===== config.mk =====
export PLATFORM = sky130hd
export DESIGN_NAME = bcd_digit_sequencer
export DESIGN_NICKNAME = d
export VERILOG_FILES = /design/src/rtl/bcd_seq_pkg.sv /design/src/rtl/bcd_step.sv /design/src/rtl/bcd_digit_sequencer.sv
export SDC_FILE = /design/constraint.sdc
export NUM_CORES = 1
export LEC_CHECK = 0
export BUFFER_PORTS_ARGS = -buffer_cell sky130_fd_sc_hd__clkbuf_2
export CORE_ASPECT_RATIO = 0.75
export CORE_MARGIN = 2
export CORE_UTILIZATION = 54
export CTS_CLUSTER_DIAMETER = 100
export DETAILED_ROUTE_END_ITERATION = 10
export GPL_ROUTABILITY_DRIVEN = 0
export MAX_ROUTING_LAYER = met4
export PLACE_DENSITY = 0.75
export SETUP_SLACK_MARGIN = 0.2
export SLEW_MARGIN = 20
export SYNTH_ARGS = -nofsm -noshare
export SYNTH_HDL_FRONTEND = slang
export SYNTH_SLANG_ARGS = --single-unit

===== constraint.sdc =====
create_clock -name clk -period 1.9 [get_ports clk]
set_input_delay 0.475 -clock clk [delete_from_list [all_inputs] [get_ports clk]]
set_output_delay 0.475 -clock clk [all_outputs]
set_load 0.1 [all_outputs]

===== src/rtl/bcd_seq_pkg.sv =====
// Shared types and widths for the BCD digit sequencer and its helpers.
package bcd_seq_pkg;

    localparam int unsigned BCD_W   = 4;
    localparam int unsigned BCD_MAX = 9;
    localparam int unsigned XFER_W  = 8;

    typedef enum logic [1:0] {
        IDLE = 2'd0,
        RUN  = 2'd1,
        DONE = 2'd2
    } state_t;

endpackage


===== src/rtl/bcd_step.sv =====
// Combinational next BCD digit, up or down, wrapping 9<->0.
module bcd_step
    import bcd_seq_pkg::*;
(
    input  logic [BCD_W-1:0] digit,
    input  logic             down,
    output logic [BCD_W-1:0] next
);

    // Step by one inside 0..9; out-of-range inputs fold back to 0 going up.
    always_comb begin
        next = digit;
        if (down) begin
            next = (digit == '0) ? BCD_W'(BCD_MAX) : digit - BCD_W'(1);
        end else begin
            next = (digit >= BCD_W'(BCD_MAX)) ? '0 : digit + BCD_W'(1);
        end
    end

endmodule


===== src/rtl/bcd_digit_sequencer.sv =====
// Programmable BCD digit source with dwell time and valid/ready handshake.
module bcd_digit_sequencer
    import bcd_seq_pkg::*;
#(
    parameter int unsigned START_DIGIT = 0,
    parameter int unsigned END_DIGIT   = 9,
    parameter int unsigned REPEAT      = 1,
    parameter int unsigned HOLD_CYCLES = 4
) (
    input  logic              clk,
    input  logic              rst,
    input  logic              start,
    input  logic              abort,
    input  logic              dir_down,
    input  logic              ready,
    output logic              a,
    output logic              b,
    output logic              c,
    output logic              d,
    output logic              valid,
    output logic              busy,
    output logic              done,
    output logic [XFER_W-1:0] xfer_count
);

    localparam int unsigned PASS_W  = (REPEAT > 1) ? $clog2(REPEAT) : 1;
    localparam int unsigned DWELL_W = (HOLD_CYCLES > 1) ? $clog2(HOLD_CYCLES) : 1;

    localparam logic [BCD_W-1:0]   START_BCD = BCD_W'(START_DIGIT);
    localparam logic [BCD_W-1:0]   END_BCD   = BCD_W'(END_DIGIT);
    localparam logic [PASS_W-1:0]  LAST_PASS = PASS_W'(REPEAT - 1);
    localparam logic [DWELL_W-1:0] DWELL_TOP = DWELL_W'(HOLD_CYCLES - 1);

    // Reject parameter sets that could drive a non-BCD code or never finish.
    if (START_DIGIT > BCD_MAX) begin : g_bad_start
        $error("START_DIGIT must be 0..9");
    end
    if (END_DIGIT > BCD_MAX) begin : g_bad_end
        $error("END_DIGIT must be 0..9");
    end
    if (REPEAT == 0) begin : g_bad_repeat
        $error("REPEAT must be >= 1");
    end
    if (HOLD_CYCLES == 0) begin : g_bad_hold
        $error("HOLD_CYCLES must be >= 1");
    end

    state_t              state;
    logic [BCD_W-1:0]    digit;
    logic [BCD_W-1:0]    next_digit;
    logic [PASS_W-1:0]   pass;
    logic [DWELL_W-1:0]  dwell;
    logic                down;

    bcd_step u_step (
        .digit (digit),
        .down  (down),
        .next  (next_digit)
    );

    assign a = digit[3];
    assign b = digit[2];
    assign c = digit[1];
    assign d = digit[0];

    // Sequencer FSM: start/abort control, dwell countdown, handshake advance.
    always_ff @(posedge clk) begin
        if (rst) begin
            state      <= IDLE;
            digit      <= START_BCD;
            valid      <= 1'b0;
            busy       <= 1'b0;
            done       <= 1'b0;
            xfer_count <= '0;
            pass       <= '0;
            dwell      <= '0;
            down       <= 1'b0;
        end else if (abort) begin
            state <= IDLE;
            valid <= 1'b0;
            busy  <= 1'b0;
            done  <= 1'b0;
        end else begin
            case (state)
                IDLE, DONE: begin
                    if (start) begin
                        state      <= RUN;
                        digit      <= START_BCD;
                        valid      <= 1'b1;
                        busy       <= 1'b1;
                        done       <= 1'b0;
                        xfer_count <= '0;
                        pass       <= '0;
                        dwell      <= DWELL_TOP;
                        down       <= dir_down;
                    end
                end
                RUN: begin
                    if (dwell != '0) begin
                        dwell <= dwell - DWELL_W'(1);
                    end else if (ready) begin
                        xfer_count <= xfer_count + XFER_W'(1);
                        if (digit == END_BCD && pass == LAST_PASS) begin
                            state <= DONE;
                            valid <= 1'b0;
                            busy  <= 1'b0;
                            done  <= 1'b1;
                        end else if (digit == END_BCD) begin
                            pass  <= pass + PASS_W'(1);
                            digit <= START_BCD;
                            dwell <= DWELL_TOP;
                        end else begin
                            digit <= next_digit;
                            dwell <= DWELL_TOP;
                        end
                    end
                end
                default: begin
                    state <= IDLE;
                    valid <= 1'b0;
                    busy  <= 1'b0;
                    done  <= 1'b0;
                end
            endcase
        end
    end

endmodule


==> impl.org, run 1 <==
** Synth
- Count of flip-flops with a built-in enable after synthesis :: 0
- Post-Syn Nets :: 145
- Leading register cell type out of synthesis :: sky130_fd_sc_hd__dfxtp_1
- Synthesized netlist cell count :: 133
- The mapped netlist covers 0.00115 mm².
- Sequential element share of the synthesized area :: 0.329
- Synthesis instantiated 46 different standard cells from the library.
- Register bit count reported by yosys :: 19
- Dividing the synthesized area by the synthesized cell count gives 8.68 µm².
- Async set-reset flop share out of synthesis :: 0
- The Yosys step of the flow raised 0 warnings.

** Drt
- DRC Markers :: 0
- Vias :: 1,048
- Number of iterations in the first detailed-routing pass :: 4
- First DRT Iteration DRCs :: 32
- Routed wire length :: 2.71 mm
- Post-DRT Antenna Nets :: 0
- Per-cell via count in the routed design :: 5.82
- Routed wire length per instance :: 15.1 µm

** GRT
- Met2 usage in global routing :: 0.341
- Global-route layer with the greatest usage :: met2
- In the global route stage, met3 resource usage came out at 0.0556.
- Entering global routing, the biggest net connects 12 pins.
- Residual overflow from global routing :: 0
- Overall fraction of global-route tracks in use :: 0.237
- Antenna violations before repair :: 0
- Wire length of the first global-routing pass :: 4.35 mm
- The number of global-route vias before repair was 941.
- For met1 alone, demand over resource in global routing was 0.312.

** Clocking
- Root buf cell :: sky130_fd_sc_hd__clkbuf_4
- # hold bufs at CTS :: 0
- Clock-pin slew was measured on the worst setup and hold paths at 0.10 ns.
- TritonCTS buffer count :: 3
- CTS tree :: yes
- Worst-skew pair later-pin latency :: 0.30 ns
- The clock drives 19 sinks.
- Number of H-tree levels :: 1
- Maximum buffer depth of the clock tree :: 2

** Floorplanning
- The floorplan step defined a die boundary enclosing 0.00253 mm².
- Ports placed on the boundary :: 21
- Die X :: 57.4 µm
- The die is 44.1 µm tall.
- Cell Rows :: 14
- Starting density of the core :: 0.573
- Core region area :: 0.00201 mm²

** Layout
- In the final layout, the share of cells above drive strength 1 is 0.372.
- Final net count :: 169
- Antenna cell count :: 0
- The area growth from synthesis to layout is 21.9%.
- Filler cell count in the final layout :: 169
- Multi-input gate area :: 762 µm²
- Register area :: 408 µm²

** Setup path
- List of cells traversed by the critical path :: clkbuf_2
- Data on the critical path arrives at its endpoint at 1.19 ns.
- Counting both buffers and inverters, the worst setup path holds a total of 1.
- Critical Path Sink Type :: output port
- Number of cells on the worst reg-to-reg path :: 4
- Category of the worst setup path launch point :: flop
- Maximum fanout along the worst path :: 10
- The startpoint identified for the worst register-to-register timing path is state[0].
- On the worst path, the slowest cell contributes a delay of 0.47 ns.
- Startpoint of the most critical setup path :: digit[2]
- Broken down by cell family, the worst path's largest delay share belongs to buffers and inverters.
- The setup check on the worst reg-to-reg path leaves a slack of 0.27 ns.
- At the worst endpoint, the required time is 1.42 ns.
- Worst R2R End :: xfer_count[6]
- Cell with the largest stage delay on the worst path :: sky130_fd_sc_hd__clkbuf_2
- Worst setup path category :: reg2out

** Power
- For this design the static power due to leakage is 0.557 nW.
- Power consumption :: 0.000743 W
- Of the total power, the share spent switching nets is 0.292.
- Highest ir drop seen on vdd :: 0.393 mV
- Design internal power :: 0.000527 W
- The share of total power dissipated in the clock network is 0.278.
- Of the total power, combinational logic draws 0.172.
- Of the total power, registers draw 0.550.
- Power spread over the standard cell area amounts to 528 mW/mm².
- Switching power :: 0.000217 W

** STA
- In the finished design, the share of the clock period the worst path needs comes to 0.879.
- Setup repair after global routing missed its margin :: true
- The count of final hold-check violations came to 0.
- The number of max-slew violations in the final report is 0.
- Timing would allow up to 599 MHz.
- Across the routed clock network, the largest skew measured is 0.00222 ns.
- The clock period could shrink to 1.67 ns.
- Transition time at the pin with the least slew margin :: 0.550 ns
- In this run the tightest slew margin relative to its limit is 0.635.
- Summed negative setup slack over all endpoints :: 0 ns
- Setup violators final :: 0

** Run status
- Outcome :: finished clean

** Run
- Number of maximum-capacitance violations :: 0

** Worst hold path
- Hold endpoint :: down
- The startpoint identified for the worst hold timing path is dir_down.
- The worst hold path was traced through 3 stages.
- The path class of the tightest hold or removal check is in2reg.

** Placement
- Buffers placed on the I/O ports in this run total 20.
- DP Wirelength :: 1.99 mm
==> synthesized netlist by cell type (2+ instances only) <==
master	n	area, µm²
sky130_fd_sc_hd__a2111oi_0	2	17.5
sky130_fd_sc_hd__ha_1	6	75.1
sky130_fd_sc_hd__xnor2_1	5	43.8
sky130_fd_sc_hd__nand2_1	6	22.5
sky130_fd_sc_hd__a21oi_2	2	17.5
sky130_fd_sc_hd__inv_1	9	33.8
sky130_fd_sc_hd__mux2i_1	2	20.0
sky130_fd_sc_hd__dfxtp_1	19	380
sky130_fd_sc_hd__buf_2	2	10.0
sky130_fd_sc_hd__clkbuf_1	4	15.0
sky130_fd_sc_hd__nor2_1	12	45.0
sky130_fd_sc_hd__a211oi_1	5	37.5
sky130_fd_sc_hd__and2_1	2	12.5
sky130_fd_sc_hd__nor4bb_1	2	20.0
sky130_fd_sc_hd__nor3b_1	3	22.5
sky130_fd_sc_hd__o21ai_0	2	10.0
sky130_fd_sc_hd__o21a_1	2	15.0
sky130_fd_sc_hd__nor2b_1	2	12.5
sky130_fd_sc_hd__a32o_1	2	20.0
sky130_fd_sc_hd__a21oi_1	7	35.0
sky130_fd_sc_hd__nor3_1	8	40.0
sky130_fd_sc_hd__nand2b_1	5	31.3
==> layout make-up <==
type | count | area share
Inverter | 9 | 0.0258
Sequential cell | 19 | 0.290
Timing Repair Buffer | 26 | 0.103
Tap cell | 24 | 0.0213
Clock buffer | 4 | 0.0187
Multi-Input combinational cell | 98 | 0.541
==> kinds of logic after synthesis <==
family	Yosys count	share of synthesized area
XOR/XNOR	6	0.0455
multiplexers	2	0.0173
AO/OA/AOI/OAI	30	0.199
buffers and inverters	16	0.0574
AND/OR/NAND/NOR	54	0.286
flip-flops	19	0.329
adder cells (fa/ha/maj)	6	0.0650
==> per-layer routing <==
layer	share of wire	routed length [µm]
met1	0.47	1290
met2	0.45	1220
met3	0.062	169
met4	0.015	42
met5	0	0
==> repair_timing <==
action | 4_1_cts | 5_1_grt
resized for setup | 5 | 7
pin swaps | 2 | 3
cloned | 0 | 0
endpoints found under the setup margin | 4 | 14
setup buffers | 2 | 1
==> sequential cells by signal, indices dropped and copies added, names as in the netlist <==
name / count
xfer_count: 8
digit: 4
dwell: 2
state: 2
busy: 1
down: 1
pass: 1
==> worst max-delay path by stage <==
| stage | end | cells past startpoint |
|---|---|---|
| after detailed placement | xfer_count[6] | 6 |
| after CTS | a | 1 |
| after global routing | b | 1 |
| final | b | 1 |
| after floorplan | digit[3] | 6 |
| after global placement | xfer_count[6] | 6 |
==> through the flow <==
step,cells,util,hold WS (ns),setup WS (ns),instance area (µm²)
floorplan,133,-,0.439,0.0734,1190
global placement,173,0.650,0.460,0.132,1310
detailed placement,173,0.650,0.461,0.0907,1310
CTS,179,0.684,0.389,0.218,1380
global route,180,0.699,0.414,0.195,1410
finish,180,0.699,0.386,0.231,1410
==> placed cells by master (no fill, tap or decap), types with 6 or more instances in the layout <==
cell type,count
sky130_fd_sc_hd__dfxtp_2,7
sky130_fd_sc_hd__dfxtp_1,7
sky130_fd_sc_hd__nor3_1,7
sky130_fd_sc_hd__nand2_1,6
sky130_fd_sc_hd__inv_1,6
sky130_fd_sc_hd__a21oi_1,7
sky130_fd_sc_hd__clkbuf_2,19
sky130_fd_sc_hd__buf_4,6
sky130_fd_sc_hd__nor2_1,12
==> power groups by stage <==
stage,clock (W),sequential [W],combinational [W]
2_1_floorplan,0,0.000430,0.0000728
3_3_place_gp,0,0.000417,0.000111
3_5_place_dp,0,0.000418,0.000113
4_1_cts,0.000215,0.000408,0.000124
5_1_grt,0.000226,0.000410,0.000140
6_report,0.000206,0.000409,0.000128
==> worst register-to-register path: stages (launching register included) <==
cell and delay (ns):
sky130_fd_sc_hd__dfxtp_1 0.39, sky130_fd_sc_hd__nand2b_2 0.30, sky130_fd_sc_hd__a21o_1 0.23, sky130_fd_sc_hd__or4_4 0.51
sky130_fd_sc_hd__a21oi_2 0.14
No activity file was read; power rests on OpenSTA's default activity.
==> run 2, diff against run 1 <==
--- a/config.mk
+++ b/config.mk
@@ -13,7 +13,7 @@
 export DETAILED_ROUTE_END_ITERATION = 10
 export GPL_ROUTABILITY_DRIVEN = 0
 export MAX_ROUTING_LAYER = met4
-export PLACE_DENSITY = 0.75
+export PLACE_DENSITY = 0.84
 export SETUP_SLACK_MARGIN = 0.2
 export SLEW_MARGIN = 20
 export SYNTH_ARGS = -nofsm -noshare
==> run 2 against run 1 <==
  * Flip-flop and latch count unchanged
  * Hold slack lost 0.0057 ns
  * Routed wire length increased by 12%
  * Setup slack lost 0.018 ns
  * Final cell count rose by 1.7%
  * Combinational power increased by 16%
==> impl.org, run 2 (synthesized netlist as in run 1, its figures left out) <==
** Floorplanning
- Vertical die dimension :: 44.1 µm (unchanged)
- The count of standard-cell rows is 14 (unchanged).
- Starting density of the core :: 0.573 (unchanged)
- DIE AREA :: 0.00253 mm² (unchanged)
- The die extent in x is 57.4 µm (unchanged).
- Core region area :: 0.00201 mm² (unchanged)
- Ports placed on the boundary :: 21 (unchanged)

** Run
- Number of maximum-capacitance violations :: 0 (unchanged)

** Drt
- The met2 wire length came to 1.43 mm (+17%).
- First DRT Iteration DRCs :: 53 (+66%)
- The routed via count is 1,154 (+10%).
- The detailed router used layers up to and including met4.
- Routed wire length :: 3.03 mm (+12%)
- The routed length on met3 came to 277 µm (+64%).
- Post-DRT Antenna Nets :: 0 (unchanged)
- The number of optimization iterations in the first detailed-route pass came to 4 (unchanged).
- Per-cell via count in the routed design :: 6.31 (+8.3%)
- The routed wire length per instance came to 16.5 µm (+9.8%).
- The sum of routed wire segments on met1 is 1.28 mm (-0.54%).
- DRC Markers :: 0 (unchanged)

** Clocking
- TritonCTS built the clock tree.
- # hold bufs at CTS :: 0 (unchanged)
- The H-tree level count is 1 (unchanged).
- The number of buffers on the longest clock path came to 2 (unchanged).
- The clock transition at the registers of the reported paths is 0.11 ns (about the same).
- TritonCTS buffer count :: 3 (unchanged)
- The tree is rooted in a sky130_fd_sc_hd__clkbuf_4.
- Num Clock Sinks :: 19 (unchanged)
- Worst-skew pair later-pin latency :: 0.30 ns (about the same)

** Layout
- Fraction of layout cells with a size suffix above 1 :: 0.428 (+0.0559)
- The net total in the final layout is 172 (+1.8%).
- Flip-flop count of the largest register after layout :: 8 (unchanged)
- Filler cell count in the final layout :: 144 (-15%)
- Layout Cell Area excl Fill :: 0.00148 mm² (+4.8%)
- Area Growth Syn to Fin :: 27.7%
- More flip-flops sit in one register than any other, and that register is xfer_count.
- Largest registers ranked by flip-flop count :: xfer_count x8, digit x4
- The area used by sequential logic in the layout was 409 µm² (+0.31%).
- Antenna cell count :: 0 (unchanged)
- Leading cell types in the layout, fill and taps excluded :: sky130_fd_sc_hd__clkbuf_2 (18), sky130_fd_sc_hd__nor2_1 (12), sky130_fd_sc_hd__dfxtp_2 (8), sky130_fd_sc_hd__buf_4 (8), sky130_fd_sc_hd__nor3_1 (7)
- The library cell used most frequently in the layout, excluding fill and tap cells, is sky130_fd_sc_hd__clkbuf_2.
- The multi-input gate area in the final layout is 802 µm² (+5.3%).
- Final core utilization :: 0.732 (+0.0335)

** STA
- The fmax was 593 MHz (-1.1%).
- The clock period minus worst slack is 1.69 ns (+0.0181 ns).
- The setup violation total in the final timing report came to 0 (unchanged).
- Pins over their slew limit :: 0 (unchanged)
- Setup repair after global routing missed its margin :: true
- The final period utilization was 0.888 (+0.00952).
- Post-route clock skew :: 0.00119 ns (-0.00103 ns)
- The worst-margin pin slew is 0.545 ns (-0.00475 ns).
- Worst relative slew slack :: 0.638 (+0.00315)
- The setup TNS after final layout was 0 ns (unchanged).
- The count of final hold-check violations was 0 (unchanged).

** Power
- The leakage dissipation came to 0.582 nW (+4.6%).
- Power density over the cells :: 524 mW/mm² (-0.82%)
- Highest ir drop seen on vdd :: 0.521 mV (+33%)

** Setup path
- The required time of the worst setup path came to 2.15 ns (+0.73 ns).
- Maximum fanout along the worst path :: 5 (-5)
- STA classifies the critical path endpoint as a flop.
- The worst setup path is launched from a flop.
- Worst-case register-to-register setup slack :: 0.21 ns (-0.06 ns)
- The arrival time of data at the critical path endpoint is 1.94 ns (+0.75 ns).
- Worst setup path category :: reg2reg

** GRT
- Maximum number of pins on one net before global-route repair :: 16 (+4)
- Residual overflow from global routing :: 0 (unchanged)
- The initial antenna violation count came to 0 (unchanged).
- Via count of the first global-routing pass :: 989 (+5.1%)
- Overall fraction of global-route tracks in use :: 0.244 (+0.00747)
- Wire length of the first global-routing pass :: 4.55 mm (+4.5%)

** Placement
- The placed cell area is 0.00131 mm² (unchanged).
- The post-DP HPWL is 2.05 mm (+3.4%).
- The number of port buffers came to 20 (unchanged).

** Run status
- Outcome :: finished clean

** Worst hold path
- Class of the most critical hold timing path :: in2reg
==> run 2: cell count changes in the layout (fill, tap and decap cells not counted), sizes merged <==
cell	previous run	this run
buf	7	11
clkbuf	23	22
==> run 2: timing repair <==
action,4_1_cts,5_1_grt
setup buffers,0,6
endpoints found under the setup margin,7,16
gates resized for setup,5,18
pin swaps,0,4
==> run 2: per-stage QoR <==
step	hold WS (ns)	power [W]	worst slack, ns	std cells
after floorplan	0.439	0.000503	0.0734	133
after global placement	0.459	0.000527	0.148	173
after detailed placement	0.464	0.000533	0.0717	173
after CTS	0.381	0.000746	0.144	177
after global routing	0.396	0.000798	0.146	183
final	0.380	0.000773	0.212	183
==> run 2: worst paths after layout <==
path,start,end,cells after the start
hold / removal,dir_down,down,3
hold reg to reg,busy,busy,2
setup / recovery,digit[1],digit[3],6
setup reg to reg,digit[1],digit[3],6
==> run 2: cell type report <==
class	count	share of cell area
clock buffer	4	0.0178
inverter	9	0.0246
multi-input combinational	98	0.544
sequential	19	0.277
tap	24	0.0204
timing repair buffer	29	0.116
==> run 2: power by group <==
group / leakage [nW] / switching [W] / internal, W / total, W
clock: 0.0150 / 0.000132 / 0.0000820 / 0.000214
sequential: 0.162 / 0.00000960 / 0.000400 / 0.000410
combinational: 0.406 / 0.0000938 / 0.0000556 / 0.000149
==> run 2: metal layers <==
| layer | GRT usage | up-vias |
|---|---|---|
| met5 | - | - |
| met4 | 0.0837 | 0 |
| met3 | 0.0614 | 6 |
| met2 | 0.380 | 58 |
| met1 | 0.313 | 556 |
| li1 | - | 534 |
==> run 2: worst max-delay path: stages, from the launching register on <==
cell,delay [ns]
sky130_fd_sc_hd__dfxtp_4,0.40
sky130_fd_sc_hd__inv_4,0.06
sky130_fd_sc_hd__ha_2,0.20
sky130_fd_sc_hd__and3b_2,0.22
sky130_fd_sc_hd__nand2b_4,0.18
sky130_fd_sc_hd__a2111oi_4,0.36
sky130_fd_sc_hd__a32o_1,0.21
